==> src/rtl/mp3_track_ctrl_if.sv <==
// Event/track bus between game/UI logic and the track controller.
// The controller takes the slave side; whoever raises the events takes the master side.
`timescale 1ns/1ps
interface mp3_track_ctrl_if;
  logic       I_next;
  logic       I_mute;
  logic       I_evt_win;
  logic       play;
  logic [1:0] mus_id;

  modport master (output I_next, I_mute, I_evt_win, input play, mus_id);
  modport slave  (input I_next, I_mute, I_evt_win, output play, mus_id);
endinterface

==> src/rtl/mp3_track_ctrl.sv <==
// Track selection for MP3_Driver: background rotation, win jingle, mute, with a play-low gap on every change.
// Optional feature macro: MP3_TRACK_AUTO_ADVANCE_EN (periodic background auto-advance).
`timescale 1ns/1ps
module mp3_track_ctrl #(
  parameter int         GAP_CYCLES      = 2000,
  parameter int         JINGLE_CYCLES   = 6000000,
  parameter int         DEBOUNCE_CYCLES = 20000,
  parameter logic [1:0] BG_TRACK        = 2'd0,
  parameter int         BG_CYCLES       = 120000000
) (
  input logic              R_clk_2M,
  input logic              I_rst,
  mp3_track_ctrl_if.slave  bus
);
  localparam int GW = $clog2(GAP_CYCLES + 1);
  localparam int JW = $clog2(JINGLE_CYCLES + 1);
  localparam int DW = $clog2(DEBOUNCE_CYCLES + 1);
  localparam logic [GW-1:0] GAP_LAST = GW'(GAP_CYCLES - 1);
  localparam logic [JW-1:0] JNG_LAST = JW'(JINGLE_CYCLES - 1);
  localparam logic [DW-1:0] DEB_LAST = DW'(DEBOUNCE_CYCLES - 1);
  localparam logic [1:0]    WIN_TRACK = 2'd3;

  typedef enum logic [1:0] {MUTE, GAP, BG, JINGLE} state_t;

  function automatic logic [1:0] bg_inc(input logic [1:0] t);
    return (t == 2'd2) ? 2'd0 : t + 2'd1;
  endfunction

  // Debounce: level follows the synchronised input only after a full stable window
  logic [1:0]    sync;
  logic          deb_level, next_evt;
  logic [DW-1:0] deb_cnt;

  always_ff @(posedge R_clk_2M) begin
    if (I_rst) begin
      sync      <= '0;
      deb_level <= 1'b0;
      deb_cnt   <= '0;
      next_evt  <= 1'b0;
    end else begin
      sync     <= {sync[0], bus.I_next};
      next_evt <= 1'b0;
      if (sync[1] == deb_level) deb_cnt <= '0;
      else if (deb_cnt == DEB_LAST) begin
        deb_cnt   <= '0;
        deb_level <= sync[1];
        next_evt  <= sync[1];
      end else deb_cnt <= deb_cnt + 1'b1;
    end
  end

  state_t        state, state_n;
  logic [1:0]    target, target_n, bg_track, bg_n, mus_id, mus_n, gap_tgt;
  logic [GW-1:0] gap_cnt, gap_n;
  logic [JW-1:0] jng_cnt, jng_n;
  logic          play, play_n, adv, start_gap, auto_fire;

`ifdef MP3_TRACK_AUTO_ADVANCE_EN
  localparam int BW = $clog2(BG_CYCLES + 1);
  localparam logic [BW-1:0] BG_LAST = BW'(BG_CYCLES - 1);
  logic [BW-1:0] bg_cnt;

  // Held at zero outside BG so it restarts on every BG entry
  always_ff @(posedge R_clk_2M) begin
    if (I_rst || state != BG || auto_fire) bg_cnt <= '0;
    else                                   bg_cnt <= bg_cnt + 1'b1;
  end
  assign auto_fire = (state == BG) && (bg_cnt == BG_LAST);
`else
  assign auto_fire = 1'b0;
`endif

  always_comb begin
    state_n   = state;
    target_n  = target;
    gap_n     = gap_cnt;
    jng_n     = jng_cnt;
    play_n    = play;
    mus_n     = mus_id;
    adv       = next_evt | (auto_fire & ~bus.I_mute & ~bus.I_evt_win);
    bg_n      = adv ? bg_inc(bg_track) : bg_track;
    start_gap = 1'b0;
    gap_tgt   = bg_n;
    if (bus.I_mute) begin
      state_n = MUTE;
      play_n  = 1'b0;
    end else if (bus.I_evt_win && (state == BG || state == GAP)) begin
      start_gap = 1'b1;
      gap_tgt   = WIN_TRACK;
    end else begin
      case (state)
        MUTE:    start_gap = 1'b1;
        GAP:
          if (adv && target != WIN_TRACK) start_gap = 1'b1;
          else if (gap_cnt == GAP_LAST) begin
            play_n  = 1'b1;
            state_n = (target == WIN_TRACK) ? JINGLE : BG;
            jng_n   = '0;
          end else gap_n = gap_cnt + 1'b1;
        BG:      start_gap = adv;
        JINGLE:
          if (jng_cnt == JNG_LAST) start_gap = 1'b1;
          else                     jng_n = jng_cnt + 1'b1;
        default: start_gap = 1'b1;
      endcase
    end
    // mus_id only moves together with play dropping, so it is stable while playing
    if (start_gap) begin
      state_n  = GAP;
      target_n = gap_tgt;
      mus_n    = gap_tgt;
      gap_n    = '0;
      play_n   = 1'b0;
    end
  end

  always_ff @(posedge R_clk_2M) begin
    if (I_rst) begin
      state    <= GAP;
      target   <= BG_TRACK;
      bg_track <= BG_TRACK;
      mus_id   <= BG_TRACK;
      play     <= 1'b0;
      gap_cnt  <= '0;
      jng_cnt  <= '0;
    end else begin
      state    <= state_n;
      target   <= target_n;
      bg_track <= bg_n;
      mus_id   <= mus_n;
      play     <= play_n;
      gap_cnt  <= gap_n;
      jng_cnt  <= jng_n;
    end
  end

  assign bus.play   = play;
  assign bus.mus_id = mus_id;
endmodule

==> src/flat_wrapper.sv <==
// flat-port wrapper written by rule: the top's interface ports become plain ports
module mp3_track_ctrl_flat 
#(
  parameter int         GAP_CYCLES      = 2000,
  parameter int         JINGLE_CYCLES   = 6000000,
  parameter int         DEBOUNCE_CYCLES = 20000,
  parameter logic [1:0] BG_TRACK        = 2'd0,
  parameter int         BG_CYCLES       = 120000000
)
  (R_clk_2M, I_rst, bus_I_next, bus_I_mute, bus_I_evt_win, bus_play, bus_mus_id);
  mp3_track_ctrl_if bus_i ();
  input logic R_clk_2M;
  input logic I_rst;
  input wire logic [$bits(bus_i.I_next)-1:0] bus_I_next;
  input wire logic [$bits(bus_i.I_mute)-1:0] bus_I_mute;
  input wire logic [$bits(bus_i.I_evt_win)-1:0] bus_I_evt_win;
  output wire logic [$bits(bus_i.play)-1:0] bus_play;
  output wire logic [$bits(bus_i.mus_id)-1:0] bus_mus_id;
  assign bus_i.I_next = bus_I_next;
  assign bus_i.I_mute = bus_I_mute;
  assign bus_i.I_evt_win = bus_I_evt_win;
  assign bus_play = bus_i.play;
  assign bus_mus_id = bus_i.mus_id;
  mp3_track_ctrl #(.GAP_CYCLES(GAP_CYCLES), .JINGLE_CYCLES(JINGLE_CYCLES), .DEBOUNCE_CYCLES(DEBOUNCE_CYCLES), .BG_TRACK(BG_TRACK), .BG_CYCLES(BG_CYCLES)) u_core (.R_clk_2M(R_clk_2M), .I_rst(I_rst), .bus(bus_i));
endmodule
==> config.mk <==
export PLATFORM = sky130hd
export DESIGN_NAME = mp3_track_ctrl_flat
export DESIGN_NICKNAME = d
export VERILOG_FILES = /design/src/rtl/mp3_track_ctrl_if.sv /design/src/rtl/mp3_track_ctrl.sv /design/src/flat_wrapper.sv
export SDC_FILE = /design/constraint.sdc
export NUM_CORES = 1
export LEC_CHECK = 0
export ABC_CLOCK_PERIOD_IN_PS = 3200
export CAP_MARGIN = 20
export CORE_AREA = 10 10 88 90
export DETAILED_ROUTE_END_ITERATION = 16
export DIE_AREA = 0 0 98 100
export PLACE_DENSITY_LB_ADDON = 0.05
export SYNTH_ARGS = -nofsm -noshare
export SYNTH_HDL_FRONTEND = slang
export SYNTH_SLANG_ARGS = --single-unit
==> constraint.sdc <==
create_clock -name R_clk_2M -period 3.2 [get_ports R_clk_2M]
set_clock_uncertainty 0.1 [all_clocks]
set_input_delay 0.48 -clock R_clk_2M [delete_from_list [all_inputs] [get_ports R_clk_2M]]
set_output_delay 0.48 -clock R_clk_2M [all_outputs]
set_load 0.01 [all_outputs]
======== Word-level counts from Yosys, hierarchy flattened ========
Index checks and enable logic that the tools add are counted.
storage, ports and cells
  bits in registers ....................... 60
  latch bits .............................. 0
  output and inout bits ................... 3
  word-level logic and storage cells ...... 71
  input port bits ......................... 5
  ROM bits ................................ 0
  memory bits (writable) .................. 0
  memories ................................ 0
operators by class
  divide/modulo/power cells ............... 0
  bitwise operators ....................... 6
  shift-type cells ........................ 0
  mux-type cells .......................... 19
  $lt $le $gt $ge ......................... 0
  multipliers ............................. 0
  eq/ne operators ......................... 15
  reductions and logical operators ........ 16
  add/sub/neg operators ................... 4
operators by type and width
  kind                                           count
  2-to-1 mux 23 bit                              3
  case mux 23 bit (2 select lines)               1
  adder 23 x 1 -> 23 bit, second input constant  1
  == test 23 bit, second input constant          1
  adder 15 x 1 -> 15 bit, second input constant  1
  == test 15 bit, second input constant          1
  inequality test 2 bit, second input constant   6
  adder 11 x 1 -> 11 bit, second input constant  1
  == test 11 bit, second input constant          1
  2-to-1 mux 1 bit                               10
  OR reduction 3 bit                             3
  == test 2 bit, second input constant           4
  2-to-1 mux 2 bit                               4
  AND reduction 4 bit                            2
  NOT 1 bit                                      6
  AND reduction 6 bit                            1
  nonzero test 2 bit                             3
  AND reduction 5 bit                            1
  case mux 1 bit (4 select lines)                1
  adder 2 x 1 -> 2 bit, second input constant    1
  == test 2 x 1 -> 1 bit, second input constant  1
  logical AND 1 bit                              2
  logical NOT 2 bit                              1
  AND reduction 2 bit                            1
  3 further kinds                                3

======== Longest topological paths before layout ========
  word-level depth ........................ 7
  mapped depth ............................ 9
  gate-level depth less buffers ........... 7

======== Worst setup path before layout ========
Ideal clock, no wire load.
  kind .................................... flip-flop to flip-flop
  start point ............................. reg u_core.state[1]
  end point ............................... reg u_core.jng_cnt[15]
  library setup time ...................... 0.070 ns
  stages on the path, launching flop included .. 8
  path slack .............................. 0.790 ns
  required time ........................... 3.030 ns
  data arrival time ....................... 2.239 ns
  clock period less this slack ............ 2.410 ns
  buffers on the path ..................... 0
  path through ............................ dfxtp_1 inv_1 ha_1 and2_1 a211o_1 a211o_1 or4_1 a21oi_1
on the way
  longest elaborated chain between the ends .. 5
  elaborated cells between the ends (all ways) .. 12
RTL lines
  what                                                     RTL line                                    text
  start: declaration                                       mp3_track_ctrl.sv:52                        state_t state, state_n;
  start signal: assignment                                 mp3_track_ctrl.sv:127                       state <= state_n;
  == test 2 bit or == test 2 x 1 -> 1 bit (tied branches)  mp3_track_ctrl.sv:87, mp3_track_ctrl.sv:91
  logical OR 1 bit                                         mp3_track_ctrl.sv:87                        end else if (bus.I_evt_win && (state == BG || state == GAP)) begin
  logical AND 1 bit                                        mp3_track_ctrl.sv:87
  NOT 1 bit (no line)                                      n/a
  AND reduction 6 bit (no line)                            n/a
  end signal: assignment                                   mp3_track_ctrl.sv:133                       jng_cnt <= jng_n;
  end: declaration                                         mp3_track_ctrl.sv:55                        logic [JW-1:0] jng_cnt, jng_n;
Parallel ways exist; a longest one is shown, timed or not.
A chain may end at the register's enable or synchronous reset.

======== Final worst setup path ========
  start point ............................. reg u_core.state[1]
  end point ............................... reg u_core.jng_cnt[21]
The elaborated chain is that of the path after synthesis.

==> results.py <==
metrics = {
    "status": {
        "status": "completed",
    },
    "power": {
        "p_leak_nw": 1.12,
        "vdd_drop_max_uv": 296,
        "powerDensity_mw_per_mm2": 476,
        "total_power_mw": 1.58,
    },
    "critical_path": {
        "crit_slowest_cell": "or4_1",
        "r2r_cells": 8,
        "critPathMaxStageDelay_ns": 0.49,
        "worst_ep_arrival_time_ns": 2.83,
        "worstReg2RegStart": "u_core.state[1]",
        "start_kind": "register",
        "end_kind": "register",
        "rrSetupSlack_ns": 0.54,
        "crit_end": "u_core.jng_cnt[21]",
        "path_cells": "inv_1 -> ha_1 -> and2_1 -> a211o_1 -> a211o_1 -> buf_4 -> or4_1 -> a21oi_1",
        "cpMostUsedCell": "a211o_1",
        "path_class": "reg2reg",
        "startpoint": "u_core.state[1]",
        "worstPathMaxFanout": 37,
        "required_ns": 3.37,
        "r2r-end": "u_core.jng_cnt[21]",
    },
    "synth": {
        "synth_edf_count": 0,
        "synthArstFlopShare_pct": 0,
        "synth_seq_cells": 59,
        "synthFlopType": "dfxtp_1",
        "synth_cells": 347,
        "yosysSeqAreaShare_pct": 40.5,
        "ys_warn_count": 0,
        "netlist_area_mm2": 0.00292,
        "ys_types": 50,
        "synth_nets": 359,
        "avgSynthCellArea_um2": 8.41,
    },
    "route": {
        "drc": 0,
        "first_pass_iters": 4,
        "drtAntennaViolNets": 0,
        "vias_per_cell": 5.66,
        "wl_per_cell_um": 13.8,
        "routed_wl_mm": 6.11,
        "drt_first_iter_violations": 82,
        "vias": 2512,
    },
    "timing": {
        "rsz0062_at_grt": "false",
        "report.final.slew_viol_count": 0,
        "min_period_ns": 2.66,
        "min_period_over_period_pct": 83.1,
        "setup_viol": 0,
        "worst_pin_slew_ns": 0.739,
        "maxSlewHeadroom_pct": 49.5,
        "hold_viol_final": 0,
        "setup-tns-final_ns": 0,
        "clock.fmax_mhz": 376,
    },
    "final_layout": {
        "final_layout_size_suffix_gt1_share_pct": 7.90,
        "fin_nets": 374,
        "insertedDiodeCount": 0,
        "area_delta_synth_final_pct": 13.9,
    },
    "placement": {
        "portBuffers": 7,
        "dp_hpwl_mm": 4.28,
        "place_congestion": 0.768,
    },
    "global_route": {
        "antenna_found_initial": 0,
        "first_global_vias": 2365,
        "grt_use_met1_pct": 17.2,
        "grt_busiest_layer": "met2",
        "gr-total-overflow": 0,
        "use_met3_pct": 3.02,
        "track_usage_pct": 13.2,
        "use_met2_pct": 19.7,
        "grt_pass1_wl_mm": 10.9,
        "grt_max_degree": 38,
    },
    "hold_path": {
        "hold_class": "reg2reg",
    },
    "clock_tree": {
        "cts_setup_buffers": 0,
        "htree_num_levels": 3,
        "cts_buffers": 9,
        "cts_sinks": 59,
        "ctsHoldBuffers": 0,
        "insertion_delay_ns": 0.34,
        "ctsResizeCount": 0,
        "cts.reportedPaths.clkPinSlew_ns": 0.08,
        "cts_tree": "built",
        "clk_path_buf_depth": 2,
        "clockRootBuffer": "clkbuf_8",
    },
    "flow_run": {
        "max_cap_viol_count": 0,
    },
    "floorplanning": {
        "fp.dieH_um": 100,
        "io_pins": 8,
        "dieArea_mm2": 0.00980,
        "die_x_um": 98,
        "coreArea_mm2": 0.00613,
        "num_rows": 29,
        "start_util_pct": 47.6,
    },
}
[cell usage after synthesis (2+ instances only)]
master / count / area share (%)
nand2_1: 21 / 2.7
a21o_1: 2 / 0.51
buf_1: 2 / 0.26
and2_1: 4 / 0.86
buf_2: 2 / 0.34
nor3b_1: 2 / 0.51
nand4_1: 11 / 2.4
nor4b_1: 4 / 1.2
o31ai_1: 3 / 0.77
or3_1: 11 / 2.4
and3_1: 9 / 1.9
and4_1: 3 / 0.90
dfxtp_1: 59 / 40
nand4bb_1: 2 / 0.77
nor3_1: 12 / 2.1
nor4_1: 6 / 1.3
o2bb2ai_1: 2 / 0.60
nor2b_1: 2 / 0.43
a211o_1: 5 / 1.5
a21oi_1: 30 / 5.1
xnor2_1: 15 / 4.5
inv_1: 7 / 0.90
or4_1: 8 / 2.1
nor2_1: 39 / 5.0
nand3_1: 20 / 3.4
ha_1: 7 / 3.0
clkbuf_1: 7 / 0.90
nand2b_1: 3 / 0.64
nand3b_1: 2 / 0.51
mux2i_1: 3 / 1.0
xor2_1: 10 / 3.0
o21ai_0: 16 / 2.7
[metal layers]
metal	share of wire (%)	vias to the layer above
met2	43	35
met1	52	1169
met5	0	-
met3	3.1	8
li1	-	1300
met4	1.5	0
[cells in the final DEF, fill, tap and decap left out, types with 6 or more instances in the layout]
| cell type | Yosys | layout |
|---|---|---|
| nor4_1 | 6 | 6 |
| o21ai_0 | 16 | 16 |
| buf_4 | 0 | 8 |
| inv_1 | 7 | 7 |
| clkdlybuf4s50_1 | 0 | 7 |
| or4_1 | 8 | 8 |
| nand2_1 | 21 | 21 |
| dfxtp_1 | 59 | 59 |
| or3_1 | 11 | 11 |
| xor2_1 | 10 | 10 |
| nor3_1 | 12 | 12 |
| nand3_1 | 20 | 20 |
| and3_1 | 9 | 9 |
| ha_1 | 7 | 7 |
| a21oi_1 | 30 | 30 |
| clkbuf_8 | 0 | 9 |
| nor2_1 | 39 | 39 |
| xnor2_1 | 15 | 15 |
| nand4_1 | 11 | 11 |
[registers in the layout (all words and copies together), names as in the netlist]
signal	count
u_core.jng_cnt	23
u_core.deb_cnt	15
u_core.gap_cnt	11
u_core.bg_track	2
u_core.state	2
u_core.sync	2
u_core.target	2
u_core.adv	1
u_core.deb_level	1
[final cells by class]
class                      count  area, um2
timing repair buffer          15        130
sequential                    59       1180
tap                           77       96.3
inverter                       8       30.0
clock inverter                 7        100
fill                         583       2810
clock buffer                   9        124
multi-input combinational    269       1660
[worst max-delay path, delay by kind of cell, from the launching register on]
family / cells / cell delay [ns]
AOI/OAI and AO/OA: 3 / 0.75
adders and majority gates: 1 / 0.34
buffers and inverters: 2 / 0.32
DFF: 1 / 0.41
and+or+nand+nor: 2 / 0.66
[logic make-up after synthesis]
kind of cell               count (synthesis)  synth area share, %
xor gates and xnor gates                  25                 7.50
AOI/OAI and AO/OA                         69                 14.4
muxes                                      4                 1.41
and+or+nand+nor                          164                 30.7
buffers and inverters                     19                 2.53
DFF                                       59                 40.5
adders and majority gates                  7                 3.00
[power breakdown]
part           switching, mW  internal, mW  total, mW
clock                  0.332         0.445      0.777
sequential           0.00513         0.739      0.744
combinational         0.0373        0.0259     0.0632
total                  0.374          1.21       1.58
[stage by stage]
| stage | util (%) | instances | setup WS (ns) | area, um2 | hold slack [ns] |
|---|---|---|---|---|---|
| 3_3_place_gp | 50.6 | 428 | 0.438 | 3100 | 0.320 |
| 4_1_cts | 54.2 | 444 | 0.538 | 3330 | 0.352 |
| 3_5_place_dp | 50.6 | 428 | 0.418 | 3100 | 0.330 |
| 2_1_floorplan | - | 347 | 0.790 | 2920 | 0.314 |
| 5_1_grt | 54.2 | 444 | 0.363 | 3330 | 0.381 |
| 6_report | 54.2 | 444 | 0.541 | 3330 | 0.343 |
[worst min path at each step]
stage	from	slack, ns	to	cells after the start
finish	u_core.sync[0]	0.34	u_core.sync[1]	1
CTS	u_core.sync[0]	0.35	u_core.sync[1]	1
floorplan	u_core.sync[0]	0.31	u_core.sync[1]	1
detailed placement	u_core.sync[0]	0.33	u_core.sync[1]	1
global placement	u_core.sync[0]	0.32	u_core.sync[1]	1
global route	u_core.sync[0]	0.38	u_core.sync[1]	1
Power figures use the tool's default switching activity.
==> RTL edit 1 (same settings) <==
Encoding of `state_t`: now Gray code (2 bits for 4 states).
--- a/src/rtl/mp3_track_ctrl.sv
+++ b/src/rtl/mp3_track_ctrl.sv
@@ -20,7 +20,7 @@
   localparam logic [DW-1:0] DEB_LAST = DW'(DEBOUNCE_CYCLES - 1);
   localparam logic [1:0]    WIN_TRACK = 2'd3;
 
-  typedef enum logic [1:0] {MUTE, GAP, BG, JINGLE} state_t;
+  typedef enum logic [1:0] {MUTE = 2'b00, GAP = 2'b01, BG = 2'b11, JINGLE = 2'b10} state_t;
 
   function automatic logic [1:0] bg_inc(input logic [1:0] t);
     return (t == 2'd2) ? 2'd0 : t + 2'd1;
Formal check against the unedited RTL: no difference found for any inputs over 10 cycles, from zero or initial values and one cycle with I_rst high; not proved beyond that.
==> RTL edit 1 against the original RTL <==
Combinational power increased by 42%. Power shrank 3.8%. Die area unchanged. Routed wire length increased by 13%. Non-clock buffer count shrank 1. Worst hold slack got worse by 0.0028 ns. Global-route usage is 1.3 points higher. Final area rose by 2.7%. Setup slack improved by 0.094 ns. Sequential cell count unchanged. Sequential power barely moved. Sequential share of layout area is 0.92 points lower. Synthesized area rose by 6.0%.
==> RTL edit 1: results (changes against the original RTL) <==
stage;metric;value;unit;change
synth;syn_nets;363;;+1.1%
timing;fin_ws;0.634;ns;+0.0935 ns
status;status;finished, final reports clean;;
global_route;antenna_found_initial;0;;unchanged
detailed_routing;routed_wirelength;6890;µm;+13%
layout;drive_gt1_share;10.5;%;+2.6 points
worst_hold_path;hp-start;u_core.sync[0];;
power;leakage;0.00114;µW;+1.5%
global_route;grt_pass1_wl;11800;µm;+8.4%
clock_network;hold_buffers;0;;unchanged
detailed_routing;drt_iter0_drc;129;;+57%
global_route;first_global_vias;2427;;+2.6%
clock_network;clk_latency;0.34;ns;about the same
synth;synth_cell_types;65;;+30%
placement;place_area;3210;µm²;+3.5%
setup_path;reg2reg_from;u_core.state[1];;
synth;ys_seq_area_share;38.2;%;-2.3 points
synth;ys.flop_type;dfxtp_1;;
clock_network;post_cts_buffers;0;;unchanged
clock_network;htreeDepth;3;;unchanged
synth;yosysWarnings;0;;unchanged
setup_path;path_max_fanout;10;;-73%
clock_network;cts_inserted_buffers;9;;unchanged
detailed_routing;first_pass_iters;4;;unchanged
timing;relSlewSlack;49.3;%;-0.17 points
setup_path;end_kind;register;;
setup_path;crit_family;compound AO/OA/AOI/OAI gates;;
global_route;grt_max_degree;42;;+11%
clock_network;cts_resized;0;;unchanged
worst_hold_path;worstHoldPathType;reg2reg;;
placement;dp_hpwl;4660;µm;+8.8%
layout;reg.largest.list;u_core.jng_cnt x23, u_core.deb_cnt x15, u_core.gap_cnt x11;;
worst_hold_path;hold_depth;1;;unchanged
detailed_routing;vias;2619;;+4.3%
setup_path;r2r_cells;8;;unchanged
worst_hold_path;min_to;u_core.sync[1];;
clock_network;clock_path_buffers;2;;unchanged
synth;synthTopCellsByCount;dfxtp_1, nand3_1, nor2_1, nand2_1, nor3_1;;
setup_path;cpPeakStageDelay;0.43;ns;-0.06 ns
setup_path;cp_slowest_cell;o31a_1;;
layout;antenna_cells;0;;unchanged
placement;io_buffers;7;;unchanged
setup_path;r2r-end;u_core.jng_cnt[11];;
synth;async_flop_share;0;%;unchanged
layout;nets;369;;-1.3%
placement;dpl_worst_slack;0.503;ns;+0.0851 ns
power;p_sw_share;24.6;%;+0.97 points
setup_path;crit_arrival;2.69;ns;-0.14 ns
setup_path;rrSetupSlack;0.63;ns;+0.09 ns
placement;gp_congestion;0.833;;+8.5%
power;ir_drop;0.307;mV;+3.7%
global_route;grt_use_total;14.5;%;+1.3 points
timing;whs;0.340;ns;-0.00285 ns
clock_network;clkSlewWorstSetupHoldPaths;0.07;ns;
synth;synth_area_leaders;dfxtp_1, xor2_1, a32o_1, nand3_1, nor3_1;;
clock_network;cts-root-buf;clkbuf_8;;
RTL edit 1: changes by cell type in the layout (fill, tap and decap cells not counted), sizes merged, moves of 8 or more:
cell | before | now
or3 | 11 | 3
a21oi | 30 | 10
nor3 | 12 | 24
nor2 | 39 | 27
xnor2 | 15 | 7
a32o | 1 | 13
RTL edit 1: power by group through the flow:
| stage | logic, µW | registers [µW] | clock network (µW) |
|---|---|---|---|
| 2_1_floorplan | 64.5 | 760 | 0 |
| 3_3_place_gp | 88.9 | 760 | 0 |
| 3_5_place_dp | 89.3 | 760 | 0 |
| 4_1_cts | 89.7 | 743 | 713 |
| 5_1_grt | 98.3 | 744 | 743 |
| 6_report | 89.7 | 743 | 691 |
RTL edit 1: worst reg2reg max path: stages (launching register included):
cell and delay (ns):
dfxtp_1 0.42, inv_1 0.09, ha_1 0.24, o21ai_1 0.19, a21boi_1 0.33, o31a_1 0.43
buf_4 0.26, nand3_1 0.09, a32o_1 0.29
RTL edit 1: how the worst max path moves through the flow:
stage / start / endpoint / cells past startpoint
floorplan: u_core.state[1] / u_core.jng_cnt[8] / 9
global placement: bus_I_evt_win / u_core.jng_cnt[12] / 7
detailed placement: bus_I_evt_win / u_core.jng_cnt[13] / 7
CTS: u_core.state[1] / u_core.jng_cnt[13] / 8
global route: u_core.state[1] / u_core.jng_cnt[11] / 8
finish: u_core.state[1] / u_core.jng_cnt[11] / 8
RTL edit 1: final cells by class:
cell class / instances / area [µm²]
inverters: 13 / 48.8
clock buffers: 10 / 138
multi-input cells: 260 / 1760
repair buffers: 14 / 123
flip-flops and latches: 59 / 1180
well taps: 77 / 96.3
clock inverters: 6 / 65.1
fillers: 567 / 2720
RTL edit 1: layer usage:
layer / share of wire [%] / track usage, %
met1: 50 / 19.0
met2: 44 / 21.7
met3: 4.5 / 4.19
met4: 1.2 / 5.70
met5: 0 / 0
RTL edit 1: kinds of logic after synthesis:
logic type	share of synthesized area, %
and+or+nand+nor	30.9
DFF	38.2
AOI/OAI and AO/OA	15.0
buffers and inverters	4.89
xor gates and xnor gates	6.22
adders and majority gates	2.83
muxes	1.98
RTL edit 1: stage by stage:
step / std cells / total power, µW
final: 439 / 1520
after global routing: 439 / 1590
after CTS: 439 / 1550
after detailed placement: 423 / 849
after global placement: 423 / 849
after floorplan: 351 / 824
==> RTL edit 2 (same flow settings) <==
Made on the original files. The option `MP3_TRACK_AUTO_ADVANCE_EN` is turned on by a define.
--- a/src/rtl/mp3_track_ctrl.sv
+++ b/src/rtl/mp3_track_ctrl.sv
@@ -1,6 +1,8 @@
 // Track selection for MP3_Driver: background rotation, win jingle, mute, with a play-low gap on every change.
 // Optional feature macro: MP3_TRACK_AUTO_ADVANCE_EN (periodic background auto-advance).
 `timescale 1ns/1ps
+`define MP3_TRACK_AUTO_ADVANCE_EN
+
 module mp3_track_ctrl #(
   parameter int         GAP_CYCLES      = 2000,
   parameter int         JINGLE_CYCLES   = 6000000,
Check against the original RTL: no difference found for any inputs over 10 cycles, from zero or initial values and one cycle with I_rst high; that may be too few to reach the edited logic, so the function may still have changed.
==> RTL edit 2 against the original RTL <==
Synthesized area up 43%. Via count up 38%. Final area rose by 36%. Clock power fell by 5.9%. Sequential cell count is 27 higher. Routed wire length is 35% higher. Power is 18% higher. Count of clock-buffer cells in the layout up 2. First-iteration DRC count grew 48%. Core utilization up 19 points. Setup slack worse by 0.28 ns. Sequential share of layout area up 2.6 points. Critical path type unchanged.
==> RTL edit 2: results (changes against the original RTL) <==
stage;metric;value;unit;change
status;status;finished, final reports clean;;
placement;dpl_worst_slack;0.174;ns;-0.244 ns
synth;ys_seq_area_share;41.4;%;+0.90 points
global_route;grt_pass1_wl;14100;µm;+30%
synth;synth_area_leaders;dfxtp_1, xor2_1, nor2_1, nand2_1, nand3_1;;
synth;synth_cell_types;53;;+6.0%
detailed_routing;vias;3467;;+38%
global_route;grt_max_degree;28;;-26%
placement;place_inst;562;;+31%
setup_path;path_max_fanout;18;;-51%
synth;synthCells;484;;+39%
timing;worst_pin_slew;0.822;ns;+0.0833 ns
detailed_routing;post_drt_wl_per_cell;14.3;µm;+3.9%
synth;syn_nets;497;;+38%
synth;synth-adder-area-share;2.40;%;-0.60 points
layout;nets;509;;+36%
worst_hold_path;min_to;u_core.sync[1];;
global_route;first_global_vias;3126;;+32%
setup_path;critPathKind;reg2reg;;
global_route;grt_use_total;16.9;%;+3.7 points
placement;dp_hpwl;5730;µm;+34%
power;ir_drop;0.360;mV;+22%
detailed_routing;drt_iter0_drc;121;;+48%
layout;reg.largest.list;u_core.bg_cnt x27, u_core.jng_cnt x23, u_core.deb_cnt x15;;
placement;gp_congestion;0.854;;+11%
synth;synth_mux_area_share;1.20;%;-0.21 points
setup_path;reg2reg_from;u_core.bg_cnt[0];;
setup_path;crit_arrival;3.13;ns;+0.30 ns
synth;synth_xor_area_share;10.9;%;+3.4 points
placement;place_area;4330;µm²;+40%
synth;synth_compound_area_share;12.3;%;-2.0 points
layout;drive_gt1_share;6.99;%;-0.92 points
setup_path;rrSetupSlack;0.26;ns;-0.28 ns
timing;whs;0.356;ns;+0.0131 ns
clock_network;clk_latency;0.36;ns;+0.02 ns
power;leakage;0.00151;µW;+35%
setup_path;endpoint;u_core.target[1];;
detailed_routing;routed_via_density;6.00;;+6.0%
synth;synthTopCellsByCount;dfxtp_1, nor2_1, nand2_1, xor2_1, nand3_1;;
RTL edit 2: cell type report:
class	count	area, µm²
Timing Repair Buffer	16	138
Sequential cell	86	1720
Fill cell	500	1610
Clock inverter	5	38.8
Tap cell	77	96.3
Inverter	10	37.5
Clock buffer	11	151
Multi-Input combinational cell	373	2330
RTL edit 2: layer usage:
layer | GRT usage (%) | vias up | share of wire [%]
li1 | - | 1749 | -
met1 | 21.5 | 1639 | 48
met2 | 26.9 | 69 | 47
met3 | 4.12 | 10 | 4.4
met4 | 6.60 | 0 | 0.90
met5 | 0 | - | 0
RTL edit 2: power breakdown:
part,leakage [µW],switching (µW),internal (µW)
Clock,0.0000963,400,330
Sequential,0.000693,4.82,1070
Combinational,0.000721,37.6,23.3
Total,0.00151,443,1430
RTL edit 2: critical path, cell delays in order (launching register included):
cell,delay (ns)
dfxtp_1,0.43
ha_1,0.31
nand4_1,0.15
nor4_1,0.50
a31oi_2,0.26
buf_4,0.26
or3b_1,0.38
a311o_1,0.33
a21oi_1,0.14
